File: config.mk
export PLATFORM = sky130hd
export DESIGN_NAME = uart_tx_queue
export DESIGN_NICKNAME = d
export VERILOG_FILES = /design/src/rtl/uart_tx_queue.sv
export SDC_FILE = /design/constraint.sdc
export NUM_CORES = 1
export LEC_CHECK = 0
export ABC_AREA = 0
export ABC_CLOCK_PERIOD_IN_PS = 3100
export CORE_MARGIN = 2
export CORE_UTILIZATION = 55
export CTS_CLUSTER_SIZE = 25
export DETAILED_ROUTE_END_ITERATION = 7
export GPL_TIMING_DRIVEN = 0
export PLACE_DENSITY = 0.73
export SLEW_MARGIN = 20
export SYNTH_ARGS = -nofsm -noshare
export SYNTH_HDL_FRONTEND = slang
export SYNTH_SLANG_ARGS = --single-unit
File: constraint.sdc
create_clock -name clk -period 3.1 [get_ports clk]
set_clock_uncertainty 0.2 [all_clocks]
set_input_delay 0.31 -clock clk [delete_from_list [all_inputs] [get_ports clk]]
set_output_delay 0.31 -clock clk [all_outputs]
set_load 0.05 [all_outputs]
File: src/rtl/uart_tx_queue.sv
// uart_tx_queue: byte FIFO feeding a UART transmitter through a
// transmit/busy handshake with a timeout on the busy response.
// Optional feature macro: UART_TXQ_DROP_CNT_EN adds a saturating 16-bit
// drop_cnt output counting rejected writes and handshake timeouts.
module uart_tx_queue #(
    parameter int DEPTH      = 16,
    parameter int HS_TIMEOUT = 65535
) (
    input  logic                     clk,
    input  logic                     reset,
    input  logic                     wr_en,
    input  logic [7:0]               wr_data,
    output logic                     full,
    output logic                     empty,
    output logic [$clog2(DEPTH):0]   level,
    output logic                     transmit,
    output logic [7:0]               TX_Data,
    input  logic                     busy,
    output logic                     hs_err
`ifdef UART_TXQ_DROP_CNT_EN
    ,
    output logic [15:0]              drop_cnt
`endif
);

    localparam int AW = $clog2(DEPTH);
    localparam int CW = $clog2(HS_TIMEOUT + 1);
    localparam logic [AW-1:0] PTR_ONE  = AW'(1);
    localparam logic [AW:0]   LVL_ONE  = (AW+1)'(1);
    localparam logic [AW:0]   LVL_FULL = (AW+1)'(DEPTH);
    localparam logic [CW-1:0] CNT_ONE  = CW'(1);
    localparam logic [CW-1:0] TO_LAST  = CW'(HS_TIMEOUT - 1);

    typedef enum logic [1:0] {
        IDLE    = 2'd0,
        LOAD    = 2'd1,
        WAIT_HI = 2'd2,
        WAIT_LO = 2'd3
    } state_t;

    state_t          state_q, state_d;
    logic [7:0]      mem_q [DEPTH];
    logic [AW-1:0]   wr_ptr_q, wr_ptr_d, rd_ptr_q, rd_ptr_d;
    logic [AW:0]     level_q, level_d;
    logic            full_q, empty_q;
    logic [7:0]      tx_data_q;
    logic [CW-1:0]   cnt_q, cnt_d;
    logic            busy_meta_q, busy_sync_q;
    logic            push_s, pop_s, timeout_s;

    assign full    = full_q;
    assign empty   = empty_q;
    assign level   = level_q;
    assign TX_Data = tx_data_q;

    // Two-flop synchronizer for the possibly asynchronous busy input
    always_ff @(posedge clk) begin
        if (!reset) begin
            busy_meta_q <= 1'b0;
            busy_sync_q <= 1'b0;
        end else begin
            busy_meta_q <= busy;
            busy_sync_q <= busy_meta_q;
        end
    end

    // Push/pop qualification and next pointer/level values
    always_comb begin
        push_s   = wr_en && !full_q;
        pop_s    = (state_q == LOAD);
        wr_ptr_d = wr_ptr_q;
        rd_ptr_d = rd_ptr_q;
        level_d  = level_q;
        if (push_s) begin
            wr_ptr_d = wr_ptr_q + PTR_ONE;
        end else begin
            wr_ptr_d = wr_ptr_q;
        end
        if (pop_s) begin
            rd_ptr_d = rd_ptr_q + PTR_ONE;
        end else begin
            rd_ptr_d = rd_ptr_q;
        end
        case ({push_s, pop_s})
            2'b10:   level_d = level_q + LVL_ONE;
            2'b01:   level_d = level_q - LVL_ONE;
            default: level_d = level_q;
        endcase
    end

    // FIFO storage; reset only clears pointers, so stale bytes are unreachable
    always_ff @(posedge clk) begin
        if (reset && push_s) begin
            mem_q[wr_ptr_q] <= wr_data;
        end
    end

    // FIFO pointers, level and flags registered from the same next level
    always_ff @(posedge clk) begin
        if (!reset) begin
            wr_ptr_q <= '0;
            rd_ptr_q <= '0;
            level_q  <= '0;
            full_q   <= 1'b0;
            empty_q  <= 1'b1;
        end else begin
            wr_ptr_q <= wr_ptr_d;
            rd_ptr_q <= rd_ptr_d;
            level_q  <= level_d;
            full_q   <= (level_d == LVL_FULL);
            empty_q  <= (level_d == '0);
        end
    end

    // Head byte captured on pop and held until the next pop
    always_ff @(posedge clk) begin
        if (!reset) begin
            tx_data_q <= 8'h00;
        end else if (pop_s) begin
            tx_data_q <= mem_q[rd_ptr_q];
        end else begin
            tx_data_q <= tx_data_q;
        end
    end

    // Timeout detect: last permitted WAIT_HI cycle with busy still low
    always_comb begin
        if (state_q == WAIT_HI && !busy_sync_q && cnt_q == TO_LAST) begin
            timeout_s = 1'b1;
        end else begin
            timeout_s = 1'b0;
        end
    end

    // Handshake counter: cleared while loading, counts WAIT_HI cycles
    always_comb begin
        cnt_d = cnt_q;
        if (state_q == LOAD) begin
            cnt_d = '0;
        end else if (state_q == WAIT_HI && !timeout_s && !busy_sync_q) begin
            cnt_d = cnt_q + CNT_ONE;
        end else begin
            cnt_d = cnt_q;
        end
    end

    // Counter register
    always_ff @(posedge clk) begin
        if (!reset) begin
            cnt_q <= '0;
        end else begin
            cnt_q <= cnt_d;
        end
    end

    // FSM state register
    always_ff @(posedge clk) begin
        if (!reset) begin
            state_q <= IDLE;
        end else begin
            state_q <= state_d;
        end
    end

    // FSM next-state logic
    always_comb begin
        state_d = state_q;
        case (state_q)
            IDLE: begin
                if (!empty_q && !busy_sync_q) begin
                    state_d = LOAD;
                end else begin
                    state_d = IDLE;
                end
            end
            LOAD:    state_d = WAIT_HI;
            WAIT_HI: begin
                if (busy_sync_q) begin
                    state_d = WAIT_LO;
                end else if (timeout_s) begin
                    state_d = IDLE;
                end else begin
                    state_d = WAIT_HI;
                end
            end
            WAIT_LO: begin
                if (!busy_sync_q) begin
                    state_d = IDLE;
                end else begin
                    state_d = WAIT_LO;
                end
            end
            default: state_d = IDLE;
        endcase
    end

    // FSM outputs decoded from registered state only
    always_comb begin
        transmit = 1'b0;
        hs_err   = 1'b0;
        if (state_q == WAIT_HI) begin
            transmit = 1'b1;
            hs_err   = timeout_s;
        end else begin
            transmit = 1'b0;
            hs_err   = 1'b0;
        end
    end

`ifdef UART_TXQ_DROP_CNT_EN
    logic [15:0] drop_cnt_q, drop_cnt_d;
    logic [16:0] drop_sum_s;

    assign drop_cnt = drop_cnt_q;

    // Saturating sum of rejected writes and handshake timeouts
    always_comb begin
        drop_sum_s = {1'b0, drop_cnt_q} + {16'h0000, (wr_en && full_q)}
                   + {16'h0000, timeout_s};
        if (drop_sum_s[16]) begin
            drop_cnt_d = 16'hFFFF;
        end else begin
            drop_cnt_d = drop_sum_s[15:0];
        end
    end

    // Drop counter register
    always_ff @(posedge clk) begin
        if (!reset) begin
            drop_cnt_q <= 16'h0000;
        end else begin
            drop_cnt_q <= drop_cnt_d;
        end
    end
`endif

endmodule
# --- Word level (Yosys, flattened, before mapping) ---
# Memory sizes are Yosys's and may differ from the RTL's. A register that Yosys moved wholly into a read port is not among the register bits.
# Cells that the tools add are included.
totals:
  inputBits: 12
  elab_cells: 49
  out_inout_bits: 17
  register_bits: 35
  mem_count: 1
  mem_bits_rw: 128
memory_table:
  columns: ["name", "depth", "word_bits", "read_ports", "rd_ports_with_merged_regs", "wr", "line_no", "rtl"]
  rows:
  - ["mem_q", 16, 8, 1, 1, 1, "42", "logic [7:0] mem_q [DEPTH];"]
classes:
  addsub: 5
  mux: 11
  eq_ne: 7
  reduce_logical: 15
  bitwise: 1
op_table:
  columns: ["op", "count"]
  rows:
  - ["adder 16 x 1 -> 16 bit, second input constant", 1]
  - ["== test 16 bit, second input constant", 1]
  - ["case mux 5 bit (2 select lines)", 1]
  - ["adder 4 x 1 -> 4 bit, second input constant", 2]
  - ["case mux 2 bit (4 select lines)", 1]
  - ["logical AND 1 bit", 7]
  - ["== test 2 bit, second input constant", 3]
  - ["2-to-1 mux 1 bit", 6]
  - ["2-to-1 mux 2 bit", 3]
  - ["adder 5 x 1 -> 5 bit, second input constant", 1]
  - ["== test 5 bit, second input constant", 1]
  - ["logical NOT 1 bit", 5]
  - ["logical NOT 5 bit", 1]
  - ["subtractor 5 x 1 -> 5 bit, second input constant", 1]
  - ["== test 2 x 1 -> 1 bit, second input constant", 2]
  - ["logical NOT 2 bit", 1]
  - ["OR reduction 2 bit", 1]
  - ["NOT 1 bit", 1]

# --- Depth between registers and ports, before layout ---
depth:
  ltp_word: 7
  ltp_mapped: 12
  ltp_nobuf: 10

# --- Worst setup path before layout ---
# No wires, ideal clock.
synth_timing:
  path_type: "register to output"
  startpoint: "reg cnt_q[1]"
  endpoint: "out hs_err"
  arrival_ns: 2.448
  path_stages_with_launch: 5
  required_time_ns: 2.590
  n_path_buf: 0
  path_slack_ns: 0.142
  path_cell_list: "dfxtp_1 > ha_1 > and3_1 > nand3_1 > nor4_1"
synth_via:
  elab_chain_len: 4
synth_lines:
  columns: ["item", "line_no", "rtl"]
  rows:
  - ["start, declared", "47", "logic [CW-1:0] cnt_q, cnt_d;"]
  - ["start signal, assigned", "152", "cnt_q <= cnt_d;"]
  - ["== test 16 bit", "128", "if (state_q == WAIT_HI && !busy_sync_q && cnt_q == TO_LAST) begin"]
  - ["logical AND 1 bit", "128", null]
  - ["2-to-1 mux 1 bit", "128", null]
  - ["2-to-1 mux 1 bit", "201", "if (state_q == WAIT_HI) begin"]
  - ["end, declared", "19", "output logic hs_err"]
# Every way passes these cells.

# --- Worst setup path in the final report ---
# Ends and elaborated chain as after synthesis.

==> results by group <==
Timing
  – RSZ-0062 raised after global routing: false
  – Slew Limit Headroom: 42.7%
  – Crit path time final: 2890 ps
  – Hold Vio Cnt, Final: 0
  – Part of the cycle the worst path needs: 93.2%
  – FMAX: 346 MHz
  – Max Slew Vio Count: 0
  – WHS: 215 ps
  – Setup WS post-layout: 211 ps
  – Slew of the pin with the lowest slew margin: 856 ps
  – Setup TNS: 0 ps
  – Final setup violation count: 0

Detailed routing
  – Initial drt markers: 326
  – Vias: 3,912
  – Wire per inst: 20.0 um
  – Drt via density: 5.84
  – Final WL: 13,400 um
  – Post-DRT Antenna Nets: 0
  – TritonRoute pass-1 iters: 5
  – Residual DRC: 0

Clocking
  – Clock-pin slew on the worst setup and hold paths: 60 ps
  – Root Buffer: clkbuf_16
  – CTS Buf Count: 17
  – CTS max path bufs: 2
  – H-tree depth: 4
  – Sink Count: 171
  – Hold_buf cts: 0
  – Worst-skew pair later-pin latency: 420 ps
  – TritonCTS clock tree: built

Synthesis
  – Post-synth EDFFs: 128
  – Syn Inst Count: 443
  – Synth area leader: edfxtp_1
  – Seq cells post-synth: 171
  – Avg Cell Area, Syn: 15.6 um2
  – Post-synth top cells: 128 x edfxtp_1, 47 x nor2_1, 43 x dfxtp_1
  – Sequential share of the synthesized area: 68.2%
  – Yosys top cell area share: 55.7%
  – Asr flop ratio synth: 0%
  – Syn nets: 465
  – Netlist cell types: 46
  – Largest cells by area after synthesis: edfxtp_1 56%, dfxtp_1 12%, mux4_2 10%
  – Synth Cell Area: 6900 um2
  – Post-synth top flop: edfxtp_1
  – Synthesis Warnings: 0
  – Most common cell in the synthesized netlist: edfxtp_1

Final layout
  – Fin area: 7950 um2
  – Syn-to-layout area delta: 15.3%
  – Fin nets: 511
  – Antenna diodes: 0
  – Final cell count without fillers: 670
  – Share of cells above drive strength 1: 14.5%

Critical path
  – Worst Path Max Fanout: 6
  – Startpoint Class: flip-flop
  – Stages on worst setup path: 5
  – Crit path kind: flip-flop to output port
  – Worst Path Arrival: 2380 ps
  – Crit path capture type: output port
  – Worst path top cell family by delay: simple AND/OR/NAND/NOR gates
  – Crit path buffers/inverters: 1
  – CP max stage delay: 570 ps
  – CP max stage cell: dlygate4sd2_1
  – CP Cell Sequence: ha_1 -> and3_1 -> nand3_1 -> nor4_1 -> dlygate4sd2_1
  – Worst EP required: 2590 ps
  – FF-to-FF path depth: 11

Placement
  – Pre-CTS setup slack: -239 ps
  – Number of port buffers: 27
  – Post-DP HPWL: 8550 um
  – GP Congestion: 0.834
  – Post-DP Area: 7380 um2
  – Post-Place Cells: 638

Floorplan
  – Row count: 40
  – Die Wd: 116 um
  – Core footprint: 12,100 um2
  – Die area: 13,400 um2
  – Initial Util: 56.9%
  – Ports: 29
  – DIE HEIGHT: 116 um

Global routing
  – M2 GR Usage: 34.9%
  – GR peak layer: met2
  – Met3 usage in global routing: 5.28%
  – Pin count of the biggest net entering global routing: 17
  – First-pass GRT wire length: 20,800 um
  – Vias in the first global route: 3,890
  – Met1 usage: 29.4%
  – Congestion Overflow GR: 0
  – Initial antenna violation count: 0
  – GRT Util Overall: 21.7%

Run status
  – Status: finished clean

Worst hold path
  – Hold Crit Depth: 3
  – Worst hold path class: input port to flip-flop

Power
  – Worst vdd ir: 0.449 mV
  – Leakage: 2.59 nW
  – PD cells: 660 nW/um2

Run
  – Max_cap viols: 0
power by group:
group          total (W)  switching (W)  leakage, nW  internal (W)
Combinational   0.000641       0.000379        0.816      0.000262
Clock            0.00205       0.000868        0.268       0.00118
Sequential       0.00256      0.0000404         1.50       0.00252
metrics by stage:
step                util (%)  power [W]
global placement        60.9    0.00323
CTS                     65.6    0.00527
global route            65.7    0.00543
floorplan                  -    0.00306
detailed placement      60.9    0.00325
finish                  65.7    0.00525
path summary, 6_finish.rpt:
kind | startpoint | to | slack [ps]
setup / recovery | cnt_q[1] | hs_err | 210
hold / removal | reset | TX_Data[7] | 220
setup reg to reg | state_q[1] | empty | 390
hold reg to reg | busy_meta_q | busy_sync_q | 240
metal layers:
layer	wire, um	vias to the layer above
li1	-	1803
met1	5720	1970
met2	6700	116
met3	772	23
met4	241	0
met5	0	-
layout make-up:
class                           count  area (um2)
Buffer                             22        97.6
Clock inverter                     15         150
Clock buffer                       17         425
Fill cell                         868        4160
Tap cell                          168         210
Multi-Input combinational cell    241        2060
Inverter                            9        33.8
Timing Repair Buffer               27         269
Sequential cell                   171        4700
tightest hold or removal path, stage by stage:
cell      delay [ps]
clkbuf_1         260
nand3_1          160
o21ai_1           50
cell usage in the layout, fill, tap and decap left out, types with 9 or more instances in the layout:
master,n
mux4_2,32
nor2_1,47
dfxtp_1,43
clkbuf_16,17
inv_1,9
nand2_1,15
xnor2_1,12
nand4_1,10
clkdlybuf4s50_1,26
xor2_1,14
edfxtp_1,128
clkbuf_1,11
ha_1,10
nand3_1,15
what timing repair did:
action / CTS / global route
endpoints found under the hold margin: 0 / 0
setup buffers: 0 / 0
resized for setup: 1 / 2
endpoints found under the setup margin: 1 / 2
flip-flops by register name, indices dropped and copies added, names as in the netlist, 2 cells and up:
name      count
state_q       2
rd_ptr_q      4
cnt_q        16
mem_q       128
level         5
wr_ptr_q      4
TX_Data       8
logic make-up (layout without fill, tap and decap cells):
kind of cell    Yosys count  in the layout  share of synthesized area [%]
compound gates           49             49                           5.19
xor+xnor                 26             26                           3.30
fa+ha+maj                10             10                           1.81
buf+inv                  31             90                           1.89
flops                   171            171                           68.2
mux                      34             34                           10.7
simple gates            122            122                           8.84
(Power assumes the default switching activity.)
